$ cat config.mk
export PLATFORM = sky130hd
export DESIGN_NAME = column_drop_engine
export DESIGN_NICKNAME = d
export VERILOG_FILES = /design/src/rtl/connect4_pkg.sv /design/src/rtl/column_onehot_decoder.sv /design/src/rtl/column_drop_engine.sv
export SDC_FILE = /design/constraint.sdc
export NUM_CORES = 1
export LEC_CHECK = 0
export CAP_MARGIN = 0
export CORE_UTILIZATION = 45
export DETAILED_ROUTE_END_ITERATION = 8
export HOLD_SLACK_MARGIN = 0.03
export PLACE_DENSITY = 0.85
export SLEW_MARGIN = 15
export SYNTH_ARGS = -nofsm -noshare
export SYNTH_HDL_FRONTEND = slang
export SYNTH_SLANG_ARGS = --single-unit
$ cat constraint.sdc
create_clock -name clk -period 6.1 [get_ports clk]
set_input_delay 0.915 -clock clk [delete_from_list [all_inputs] [get_ports clk]]
set_output_delay 0.915 -clock clk [all_outputs]
set_load 0.01 [all_outputs]
$ cat src/rtl/connect4_pkg.sv
// Shared Connect-4 definitions: default board size, FSM states, cell
// addressing and player encoding.
package connect4_pkg;

    localparam int DEF_ROWS = 6;
    localparam int DEF_COLS = 7;

    localparam logic PLAYER1 = 1'b0;
    localparam logic PLAYER2 = 1'b1;

    typedef enum logic {
        IDLE = 1'b0,
        FALL = 1'b1
    } state_t;

    // Boards are flattened row-major with row 0 at the bottom.
    function automatic int cell_index(input int row, input int col, input int cols);
        return row * cols + col;
    endfunction

endpackage

$ cat src/rtl/column_onehot_decoder.sv
// Converts a one-hot column select into its binary index and flags
// inputs that are not exactly one-hot.
module column_onehot_decoder #(
    parameter  int COLS  = 7,
    localparam int COL_W = $clog2(COLS)
) (
    input  logic [COLS-1:0]  in_column,
    output logic [COL_W-1:0] index,
    output logic             onehot_ok
);

    int ones;

    // OR-ing the indices is exact for one-hot input; anything else is
    // rejected through onehot_ok so the merged index never gets used.
    always_comb begin
        index = '0;
        ones  = 0;
        for (int c = 0; c < COLS; c++) begin
            if (in_column[c]) begin
                index = index | COL_W'(c);
                ones++;
            end
        end
        onehot_ok = (ones == 1);
    end

endmodule

$ cat src/rtl/column_drop_engine.sv
// Connect-4 move engine: validates a column request, animates the piece
// falling one row per step, then commits it to the occupancy/owner boards.
module column_drop_engine
    import connect4_pkg::*;
#(
    parameter  int ROWS        = DEF_ROWS,
    parameter  int COLS        = DEF_COLS,
    parameter  int STEP_CYCLES = 1,
    localparam int ROW_W       = $clog2(ROWS),
    localparam int COL_W       = $clog2(COLS),
    localparam int CELLS       = ROWS * COLS
) (
    input  logic             clk,
    input  logic             reset,
    input  logic             clear,
    input  logic             req_valid,
    output logic             req_ready,
    input  logic [COLS-1:0]  in_column,
    input  logic             player,
    output logic [COL_W-1:0] column_decode,
    output logic [ROW_W-1:0] falling_row,
    output logic             falling,
    output logic             done,
    output logic [ROW_W-1:0] landed_row,
    output logic             invalid_column,
    output logic [CELLS-1:0] out_gameboard,
    output logic [CELLS-1:0] out_players_cells,
    output logic             board_full
);

    localparam int               CNT_W    = (STEP_CYCLES > 1) ? $clog2(STEP_CYCLES) : 1;
    localparam logic [CNT_W-1:0] CNT_LAST = CNT_W'(STEP_CYCLES - 1);
    localparam logic [ROW_W-1:0] TOP_ROW  = ROW_W'(ROWS - 1);

    state_t             state, state_n;
    logic [CNT_W-1:0]   step_cnt;
    logic [ROW_W-1:0]   target_q;
    logic               player_q;
    logic [COL_W-1:0]   col_idx;
    logic               onehot_ok;
    logic [COLS-1:0]    top_row;
    logic               col_full;
    logic [ROW_W-1:0]   search_row;
    logic [CELLS-1:0]   commit_mask;
    logic               accept, reject, commit, step_dec;

    column_onehot_decoder #(
        .COLS(COLS)
    ) u_decoder (
        .in_column(in_column),
        .index    (col_idx),
        .onehot_ok(onehot_ok)
    );

    always_comb begin
        top_row = '0;
        for (int c = 0; c < COLS; c++) begin
            top_row[c] = out_gameboard[cell_index(ROWS - 1, c, COLS)];
        end
    end

    assign board_full = &top_row;
    assign col_full   = |(in_column & top_row);
    assign req_ready  = (state == IDLE) && !clear;
    assign falling    = (state == FALL);

    // Lowest empty row of the selected column; scanning top-down lets the
    // last hit win. Only meaningful when the select is one-hot and not full.
    always_comb begin
        search_row = '0;
        for (int c = 0; c < COLS; c++) begin
            if (in_column[c]) begin
                for (int r = ROWS - 1; r >= 0; r--) begin
                    if (!out_gameboard[cell_index(r, c, COLS)]) begin
                        search_row = ROW_W'(r);
                    end
                end
            end
        end
    end

    assign commit_mask = CELLS'(1) << cell_index(int'(target_q), int'(column_decode), COLS);

    always_comb begin
        state_n  = state;
        accept   = 1'b0;
        reject   = 1'b0;
        commit   = 1'b0;
        step_dec = 1'b0;
        if (clear) begin
            state_n = IDLE;
        end else begin
            case (state)
                IDLE: begin
                    if (req_valid) begin
                        if (onehot_ok && !col_full) begin
                            accept  = 1'b1;
                            state_n = FALL;
                        end else begin
                            reject = 1'b1;
                        end
                    end
                end
                FALL: begin
                    if (falling_row == target_q) begin
                        commit  = 1'b1;
                        state_n = IDLE;
                    end else if (step_cnt == CNT_LAST) begin
                        step_dec = 1'b1;
                    end
                end
                default: state_n = IDLE;
            endcase
        end
    end

    always_ff @(posedge clk) begin
        if (reset) begin
            state <= IDLE;
        end else begin
            state <= state_n;
        end
    end

    always_ff @(posedge clk) begin
        if (reset) begin
            out_gameboard     <= '0;
            out_players_cells <= '0;
            column_decode     <= '0;
            landed_row        <= '0;
            falling_row       <= '0;
            step_cnt          <= '0;
            target_q          <= '0;
            player_q          <= PLAYER1;
            done              <= 1'b0;
            invalid_column    <= 1'b0;
        end else begin
            done           <= commit;
            invalid_column <= reject;
            if (clear) begin
                out_gameboard     <= '0;
                out_players_cells <= '0;
                falling_row       <= '0;
                step_cnt          <= '0;
            end else begin
                if (accept) begin
                    player_q      <= player;
                    column_decode <= col_idx;
                    target_q      <= search_row;
                    falling_row   <= TOP_ROW;
                    step_cnt      <= '0;
                end
                if (commit) begin
                    out_gameboard     <= out_gameboard | commit_mask;
                    out_players_cells <= out_players_cells |
                                         ((player_q == PLAYER2) ? commit_mask : '0);
                    landed_row        <= target_q;
                end else if (state == FALL) begin
                    if (step_dec) begin
                        falling_row <= falling_row - 1'b1;
                        step_cnt    <= '0;
                    end else begin
                        step_cnt <= step_cnt + 1'b1;
                    end
                end
            end
        end
    end

endmodule

==> results of run 1 <==
==> power by group through the flow <==
stage	sequential (uW)	combinational (uW)	clock (uW)
after floorplan	683	134	0
after global placement	683	176	0
after detailed placement	683	187	0
after CTS	668	188	401
after global routing	669	209	433
final	668	190	398
==> worst paths after layout <==
kind                            to
max               column_decode[0]
min          out_players_cells[28]
max reg2reg  out_players_cells[24]
min reg2reg  out_players_cells[28]
==> worst max-delay path, delay by kind of cell <==
| family | cells | cell delay, ps |
|---|---|---|
| fa+ha+maj | 5 | 1660 |
| simple gates | 7 | 1410 |
| buf+inv | 2 | 660 |
| mux | 2 | 640 |
| xor+xnor | 1 | 180 |
| compound gates | 1 | 90 |
==> through the flow <==
stage	util (%)	power, uW	setup WS [ps]	instance area, sq um	hold slack, ps
3_3_place_gp	58.13	858.2	672.0	6055	449.7
3_5_place_dp	58.13	869.4	428.6	6055	454.5
4_1_cts	59.86	1256	796.4	6235	478.7
2_1_floorplan	-	816.5	1210	4873	460.3
6_report	59.86	1255	785.0	6235	476.8
5_1_grt	59.86	1311	568.7	6235	501.3
==> cells by family after synthesis <==
kind of cell	Yosys count	share of synthesized area [%]
AO/OA/AOI/OAI	160	20.18
XOR/XNOR	13	2.927
adder cells (fa/ha/maj)	21	6.008
buffers and inverters	57	4.570
flip-flops	101	41.49
multiplexers	11	2.644
AND/OR/NAND/NOR	238	22.18
==> Yosys cell counts, drive strengths merged, types with 2 or more instances <==
library cell	count
inv	28
a221o	3
nand4	6
nand3	10
a32oi	6
fa	4
a22oi	6
a211oi	3
clkbuf	22
ha	17
nand2	41
o21a	3
nor2b	8
or3	4
or2	2
a21oi	99
nor3b	2
dfxtp	101
nor2	123
o22ai	2
and2	10
nor3	11
xor2	6
nand2b	12
mux2	5
o41ai	2
o31a	2
o21ai	15
and3	4
a221oi	2
xnor2	5
mux2i	5
buf	7
==> flip-flops by register name, summed over array words and instances, names as in the netlist <==
signal and flops:
out_gameboard 42, falling 1, step_cnt 1, target_q 3, falling_row 3, landed_row 3
column_decode 3, player_q 1, out_players_cells 42, invalid_column 1, done 1
==> routing by layer <==
layer | GRT usage (%) | wire length, um
met5 | 0 | 0
met1 | 33.31 | 5917
met3 | 7.296 | 1593
met2 | 42.86 | 6828
met4 | 9.921 | 356
==> layout make-up <==
cell class / instances / share of cell area (%)
well taps: 136 / 2.729
inverters: 28 / 1.686
flip-flops and latches: 101 / 32.43
multi-input cells: 443 / 42.16
repair buffers: 114 / 18.10
clock buffers: 9 / 1.987
clock inverters: 6 / 0.9031
==> flow_results.xml, run 1 <==
<?xml version="1.0" encoding="UTF-8"?>
<metrics>
  <group name="run_status">
    <metric name="outcome" unit="">finished clean</metric>
  </group>
  <group name="sta">
    <metric name="report.final.slew_viol_count" unit="">0</metric>
    <metric name="final_total_negative_setup_slack" unit="ps">0</metric>
    <metric name="timing.final.hold_violations" unit="">0</metric>
    <metric name="timing_worst_slew_pin_value" unit="ps">1210</metric>
    <metric name="setup_viols_final" unit="">0</metric>
    <metric name="rsz0062_at_grt" unit="">false</metric>
    <metric name="part_of_the_cycle_the_worst_path_needs" unit="%">87.13</metric>
    <metric name="worst_slew_margin_rel" unit="%">18.74</metric>
    <metric name="fmax" unit="MHz">188.1</metric>
    <metric name="finClkSkew" unit="ps">11.16</metric>
    <metric name="minimum_clock_period" unit="ps">5315</metric>
  </group>
  <group name="grt">
    <metric name="grt_antenna_before_repair" unit="">0</metric>
    <metric name="grt_pass1_wl" unit="mm">23.32</metric>
    <metric name="pin_count_of_the_biggest_net_entering_global_routing" unit="">91</metric>
    <metric name="groute.usage.overall" unit="%">26.39</metric>
    <metric name="grt.overflow.total" unit="">0</metric>
    <metric name="number_of_global_route_vias_before_repair" unit="">4631</metric>
  </group>
  <group name="worst_setup_path">
    <metric name="worstSetupStartpointType" unit="">primary input</metric>
    <metric name="worstSetupEndpointType" unit="">register</metric>
    <metric name="r2r_slack" unit="ps">1850</metric>
    <metric name="r2r-start" unit="">target_q[2]</metric>
    <metric name="worst_ep_required_time" unit="ps">6350</metric>
    <metric name="critPathKind" unit="">in2reg</metric>
    <metric name="cp_slowest_stage_delay" unit="ps">590</metric>
    <metric name="critical-path-top-cell-by-count" unit="">ha_1</metric>
    <metric name="critical_path_cell_by_cell" unit="">clkdlybuf4s50_1 &gt; inv_1 &gt; ha_1 &gt; xor2_1 &gt; ha_1 &gt; nand2_1 &gt; o31ai_1 &gt; ha_1 &gt; nand2b_1 &gt; and2_1 &gt; ha_1 &gt; mux2_2 &gt; ha_1 &gt; or3_1 &gt; nand4_1 &gt; nand3_1 &gt; nor2_4 &gt; mux2_2</metric>
    <metric name="critical_path_peak_fanout" unit="">9</metric>
    <metric name="critPathArrivalTime" unit="ps">5560</metric>
    <metric name="crit_start" unit="">in_column[0]</metric>
    <metric name="crit_path_top_delay_cell" unit="">clkdlybuf4s50_1</metric>
    <metric name="worst-r2r-cell-count" unit="">12</metric>
  </group>
  <group name="floorplan">
    <metric name="floorplan.die.height" unit="um">106.1</metric>
    <metric name="die_w" unit="um">106.1</metric>
    <metric name="die_area" unit="sq um">11250</metric>
    <metric name="core_region_area" unit="sq um">10420</metric>
    <metric name="row_count" unit="">37</metric>
    <metric name="initial_utilization" unit="%">46.79</metric>
    <metric name="floorplan.io_pins" unit="">110</metric>
  </group>
  <group name="drt">
    <metric name="routed-via-count" unit="">4828</metric>
    <metric name="antenna_left" unit="">0</metric>
    <metric name="route.detailed.drc" unit="">0</metric>
    <metric name="detail_route.first_pass.iterations" unit="">5</metric>
    <metric name="post_drt_wl_per_cell" unit="um">17.56</metric>
    <metric name="dr.first_iter.drc_count" unit="">376</metric>
    <metric name="postRouteWirelength" unit="mm">14.70</metric>
    <metric name="route.detailed.vias_per_inst" unit="">5.768</metric>
  </group>
  <group name="synthesis">
    <metric name="synth.net_count" unit="">634</metric>
    <metric name="synth_top_area_share" unit="%">41.49</metric>
    <metric name="yosysTopAreaCell" unit="">dfxtp_1</metric>
    <metric name="synth_edf_count" unit="">0</metric>
    <metric name="yosysWarningCount" unit="">0</metric>
    <metric name="synth.area.top_cells" unit="">dfxtp_1, a21oi_1, nor2_1</metric>
    <metric name="most_used_flip_flop_cell_after_synthesis" unit="">dfxtp_1</metric>
    <metric name="yosys_register_bits" unit="">101</metric>
    <metric name="synth_sequential_area_ratio" unit="%">41.49</metric>
    <metric name="synth.distinct_cells" unit="">65</metric>
    <metric name="post_synth.cell_area_avg" unit="sq um">8.109</metric>
    <metric name="post_synth_instance_area" unit="sq um">4873</metric>
    <metric name="post_synth_inst_count" unit="">601</metric>
    <metric name="async_flop_share" unit="%">0</metric>
  </group>
  <group name="cts">
    <metric name="clock_latency" unit="ps">360</metric>
    <metric name="clock_tree_from_tritoncts" unit="">built</metric>
    <metric name="clockBufferDepth" unit="">2</metric>
    <metric name="resized_after_cts" unit="">0</metric>
    <metric name="cts-root-buf" unit="">clkbuf_8</metric>
    <metric name="cts_inserted_buffers" unit="">9</metric>
    <metric name="clkTransAtPathRegs" unit="ps">100</metric>
    <metric name="hold_buffers" unit="">0</metric>
    <metric name="clkSinkCount" unit="">101</metric>
    <metric name="postCtsSetupBuffers" unit="">0</metric>
    <metric name="ctsHtreeMaxLevel" unit="">3</metric>
  </group>
  <group name="power_and_ir_drop">
    <metric name="p_leak" unit="uW">0.002230</metric>
    <metric name="power.share.clock" unit="%">31.7</metric>
    <metric name="netSwitchingPower" unit="uW">360.1</metric>
    <metric name="power.ir.vdd_worst" unit="mV">0.1588</metric>
    <metric name="intPower" unit="uW">894.7</metric>
    <metric name="power-per-cell-area" unit="nW/um^2">201.3</metric>
    <metric name="swShare" unit="%">28.70</metric>
    <metric name="power_share_of_the_sequential_group" unit="%">53.2</metric>
    <metric name="comb_power_share" unit="%">15.1</metric>
  </group>
  <group name="final_layout">
    <metric name="layout.cells.non_filler" unit="">837</metric>
    <metric name="areaGrowthSynthToFinish" unit="%">27.93</metric>
    <metric name="footprint_of_the_multi_input_gates" unit="sq um">2629</metric>
    <metric name="ff_latch_area" unit="sq um">2022</metric>
    <metric name="top_library_cells_by_usage_in_the_layout_fill_and_taps_aside" unit="">nor2_1, clkdlybuf4s50_1, dfxtp_1, a21oi_1, nand2_1</metric>
    <metric name="antenna-diode-count" unit="">0</metric>
    <metric name="num-fill-cells" unit="">893</metric>
    <metric name="most_common_cell_after_layout_fill_and_taps_aside" unit="">nor2_1</metric>
    <metric name="final_nets" unit="">730</metric>
    <metric name="layout-drive-gt1-share" unit="%">5.136</metric>
  </group>
  <group name="placed_design">
    <metric name="numPlacedInstances" unit="">822</metric>
    <metric name="buffer_ports.inserted" unit="">109</metric>
    <metric name="place_hpwl" unit="mm">10.53</metric>
    <metric name="routabilityCongestion" unit="">0.9115</metric>
  </group>
  <group name="flow_run">
    <metric name="timing.max_cap.violations" unit="">0</metric>
  </group>
  <group name="hold_path">
    <metric name="hold_path.startpoint" unit="">out_players_cells[28]</metric>
    <metric name="holdCritPathClass" unit="">reg2reg</metric>
    <metric name="worstHoldPathCells" unit="">2</metric>
  </group>
</metrics>
Note: power is estimated with default switching activity, not from simulation.
==> run 2: changes to the inputs <==
--- a/config.mk
+++ b/config.mk
@@ -10,7 +10,6 @@
 export DETAILED_ROUTE_END_ITERATION = 8
 export HOLD_SLACK_MARGIN = 0.03
 export PLACE_DENSITY = 0.85
-export SLEW_MARGIN = 15
 export SYNTH_ARGS = -nofsm -noshare
 export SYNTH_HDL_FRONTEND = slang
 export SYNTH_SLANG_ARGS = --single-unit
==> results of run 2 <==
Same layout as run 1: the final DEF is identical, and so are final timing and power.
==> run 3: changes to the inputs <==
--- a/config.mk
+++ b/config.mk
@@ -9,7 +9,7 @@
 export CORE_UTILIZATION = 45
 export DETAILED_ROUTE_END_ITERATION = 8
 export HOLD_SLACK_MARGIN = 0.03
-export PLACE_DENSITY = 0.85
+export PLACE_DENSITY = 0.73
 export SYNTH_ARGS = -nofsm -noshare
 export SYNTH_HDL_FRONTEND = slang
 export SYNTH_SLANG_ARGS = --single-unit
==> run 3 against run 2 <==
Compared with the run above:
- via count decreased by 1.1%
- sequential cell count unchanged
- maximum frequency up 3.2%
- register-to-register slack lost 30 ps
- global-route usage decreased by 0.076 points
- sequential share of layout area shrank 0.21 points
- wire length fell by 0.48%
- setup slack improved by 160 ps
- clock skew is 1.0 ps lower
- first-iteration DRC count up 1.6%
- utilization grew 0.38 points
- critical endpoint is now column_decode[1]
- largest cell class unchanged
==> flow_results.xml, run 3 (synthesized netlist as in run 1, its figures left out) <==
<?xml version="1.0" encoding="UTF-8"?>
<metrics>
  <group name="worst_setup_path">
    <metric name="reg2reg_to" unit="">out_players_cells[27]</metric>
    <metric name="critical_path_peak_fanout" unit="">9</metric>
    <metric name="worst-r2r-cell-count" unit="">12</metric>
    <metric name="worst_ep_required_time" unit="ps">6370</metric>
    <metric name="critical_path.top_delay_family" unit="">adder cells</metric>
    <metric name="worstSetupStartpointType" unit="">primary input</metric>
    <metric name="path_buf_inv" unit="">2</metric>
    <metric name="critPathKind" unit="">in2reg</metric>
    <metric name="r2r-start" unit="">target_q[1]</metric>
    <metric name="cp_slowest_stage_delay" unit="ps">570</metric>
    <metric name="critPathArrivalTime" unit="ps">5420</metric>
    <metric name="critical-path-top-cell-by-count" unit="">ha_1</metric>
    <metric name="critical_path_cell_by_cell" unit="">clkdlybuf4s50_1 &gt; inv_1 &gt; ha_1 &gt; xor2_1 &gt; ha_1 &gt; nand2_1 &gt; o31ai_1 &gt; ha_1 &gt; nand2b_1 &gt; and2_1 &gt; ha_1 &gt; mux2_2 &gt; ha_1 &gt; or3_1 &gt; nand4_1 &gt; nand3_1 &gt; nor2_4 &gt; mux2_2</metric>
    <metric name="worstSetupEndpointType" unit="">register</metric>
    <metric name="crit_path_top_delay_cell" unit="">clkdlybuf4s50_1</metric>
    <metric name="r2r_slack" unit="ps">1820</metric>
  </group>
  <group name="final_layout">
    <metric name="registers_with_the_highest_flip_flop_counts" unit="">out_gameboard x42, out_players_cells x42</metric>
    <metric name="antenna-diode-count" unit="">0</metric>
    <metric name="most_common_cell_after_layout_fill_and_taps_aside" unit="">nor2_1</metric>
    <metric name="top_library_cells_by_usage_in_the_layout_fill_and_taps_aside" unit="">nor2_1, clkdlybuf4s50_1, dfxtp_1, a21oi_1, nand2_1</metric>
    <metric name="layout-drive-gt1-share" unit="%">5.405</metric>
    <metric name="areaGrowthSynthToFinish" unit="%">28.75</metric>
    <metric name="final_nets" unit="">731</metric>
  </group>
  <group name="drt">
    <metric name="routed.top_layer" unit="">met4</metric>
    <metric name="route.met3.wl" unit="mm">1.211</metric>
    <metric name="detailroute.wirelength.met2" unit="mm">6.940</metric>
    <metric name="detail_route.first_pass.iterations" unit="">6</metric>
    <metric name="dr.first_iter.drc_count" unit="">382</metric>
    <metric name="route.detailed.vias_per_inst" unit="">5.694</metric>
    <metric name="route.detailed.drc" unit="">0</metric>
    <metric name="postRouteWirelength" unit="mm">14.63</metric>
    <metric name="routed-via-count" unit="">4777</metric>
    <metric name="m1WireLength" unit="mm">6.087</metric>
    <metric name="post_drt_wl_per_cell" unit="um">17.43</metric>
    <metric name="antenna_left" unit="">0</metric>
  </group>
  <group name="floorplan">
    <metric name="die_area" unit="sq um">11250</metric>
    <metric name="floorplan.io_pins" unit="">110</metric>
    <metric name="die_w" unit="um">106.1</metric>
    <metric name="initial_utilization" unit="%">46.79</metric>
    <metric name="row_count" unit="">37</metric>
    <metric name="core_region_area" unit="sq um">10420</metric>
    <metric name="floorplan.die.height" unit="um">106.1</metric>
  </group>
  <group name="sta">
    <metric name="report.final.slew_viol_count" unit="">0</metric>
    <metric name="final_total_negative_setup_slack" unit="ps">0</metric>
    <metric name="setup_viols_final" unit="">0</metric>
    <metric name="part_of_the_cycle_the_worst_path_needs" unit="%">84.43</metric>
    <metric name="timing_worst_slew_pin_value" unit="ps">1144</metric>
    <metric name="rsz0062_at_grt" unit="">false</metric>
    <metric name="timing.hold.ws" unit="ps">480.5</metric>
    <metric name="fin_ws" unit="ps">949.6</metric>
    <metric name="fmax" unit="MHz">194.2</metric>
    <metric name="worst_slew_margin_rel" unit="%">23.14</metric>
    <metric name="minimum_clock_period" unit="ps">5150</metric>
    <metric name="timing.final.hold_violations" unit="">0</metric>
    <metric name="finClkSkew" unit="ps">10.12</metric>
  </group>
  <group name="hold_path">
    <metric name="timing.hold.worst_endpoint" unit="">out_players_cells[32]</metric>
    <metric name="worstHoldPathCells" unit="">2</metric>
    <metric name="hold_path.startpoint" unit="">out_players_cells[32]</metric>
    <metric name="holdCritPathClass" unit="">reg2reg</metric>
  </group>
  <group name="cts">
    <metric name="clock_latency" unit="ps">380</metric>
    <metric name="cts-root-buf" unit="">clkbuf_8</metric>
    <metric name="hold_buffers" unit="">0</metric>
    <metric name="resized_after_cts" unit="">0</metric>
    <metric name="postCtsSetupBuffers" unit="">0</metric>
    <metric name="clock_tree_from_tritoncts" unit="">built</metric>
    <metric name="clockBufferDepth" unit="">2</metric>
    <metric name="clkSinkCount" unit="">101</metric>
    <metric name="cts_inserted_buffers" unit="">9</metric>
    <metric name="ctsHtreeMaxLevel" unit="">3</metric>
    <metric name="clkTransAtPathRegs" unit="ps">120</metric>
  </group>
  <group name="power_and_ir_drop">
    <metric name="design_power_total" unit="uW">1294</metric>
    <metric name="p_leak" unit="uW">0.002252</metric>
    <metric name="power-per-cell-area" unit="nW/um^2">206.2</metric>
    <metric name="power.share.clock" unit="%">33.9</metric>
    <metric name="power.ir.vdd_worst" unit="mV">0.1669</metric>
    <metric name="netSwitchingPower" unit="uW">387.4</metric>
    <metric name="comb_power_share" unit="%">14.5</metric>
    <metric name="swShare" unit="%">29.94</metric>
    <metric name="power_share_of_the_sequential_group" unit="%">51.6</metric>
    <metric name="intPower" unit="uW">906.6</metric>
  </group>
  <group name="grt">
    <metric name="number_of_global_route_vias_before_repair" unit="">4576</metric>
    <metric name="grt_pass1_wl" unit="mm">23.02</metric>
    <metric name="groute.usage.overall" unit="%">26.31</metric>
    <metric name="pin_count_of_the_biggest_net_entering_global_routing" unit="">85</metric>
    <metric name="grt.overflow.total" unit="">0</metric>
    <metric name="grt_antenna_before_repair" unit="">0</metric>
  </group>
  <group name="placed_design">
    <metric name="dp_slack" unit="ps">573.1</metric>
    <metric name="routabilityCongestion" unit="">0.8753</metric>
    <metric name="place_hpwl" unit="mm">10.40</metric>
    <metric name="buffer_ports.inserted" unit="">109</metric>
  </group>
  <group name="run_status">
    <metric name="outcome" unit="">finished clean</metric>
  </group>
  <group name="flow_run">
    <metric name="timing.max_cap.violations" unit="">0</metric>
  </group>
</metrics>
## run 3: cell types whose count changed in the layout (fill, tap and decap cells not counted)
cell        change
clkinvlp_4      -1
clkinv_8        +3
buf_4           +1
clkinv_4        -1
## run 3: layer usage
| metal | up-vias | global-route usage, % |
|---|---|---|
| met5 | - | 0 |
| met4 | 0 | 10.32 |
| met3 | 35 | 7.480 |
| met2 | 194 | 43.42 |
| met1 | 2279 | 32.36 |
| li1 | 2269 | - |
## run 3: power groups by stage
stage / clock [uW] / sequential (uW) / combinational, uW
after global routing: 469 / 668 / 207
after CTS: 447 / 668 / 186
after detailed placement: 0 / 683 / 185
final: 439 / 668 / 188
after global placement: 0 / 682 / 176
after floorplan: 0 / 683 / 134
## run 3: worst reg2reg max path, cell delays in order, from the launching register on
cell and delay [ps]:
dfxtp_1 550, fa_1 480, inv_1 90, fa_1 470, fa_1 500, nor2b_1 130, o21a_1 180, o21ai_0 190
a2111oi_4 340, buf_4 280, and2_0 710, a21oi_1 160, nor2_1 120
## run 3: worst max-delay path by stage
stage | start | end | slack, ps | cells after the start
final | in_column[0] | column_decode[1] | 950 | 18
after global routing | in_column[0] | column_decode[1] | 630 | 20
after CTS | in_column[0] | column_decode[1] | 950 | 18
after detailed placement | in_column[0] | column_decode[1] | 570 | 18
after global placement | in_column[0] | column_decode[2] | 670 | 18
after floorplan | in_column[1] | column_decode[0] | 1210 | 18
## run 3: final cells by class
cell class                 count  area [sq um]
timing repair buffer         115          1136
sequential                   101          2022
tap                          136         170.2
inverter                      28         105.1
fill                         919          4141
clock buffer                   9         123.9
multi-input combinational    443          2629
clock inverter                 7         88.84
## run 3: through the flow
step / cells / util, % / instance area, sq um
after detailed placement: 823 / 58.20 / 6062
after global placement: 823 / 58.20 / 6062
final: 839 / 60.24 / 6275
after CTS: 839 / 60.24 / 6275
after floorplan: 601 / - / 4873
after global routing: 839 / 60.24 / 6275
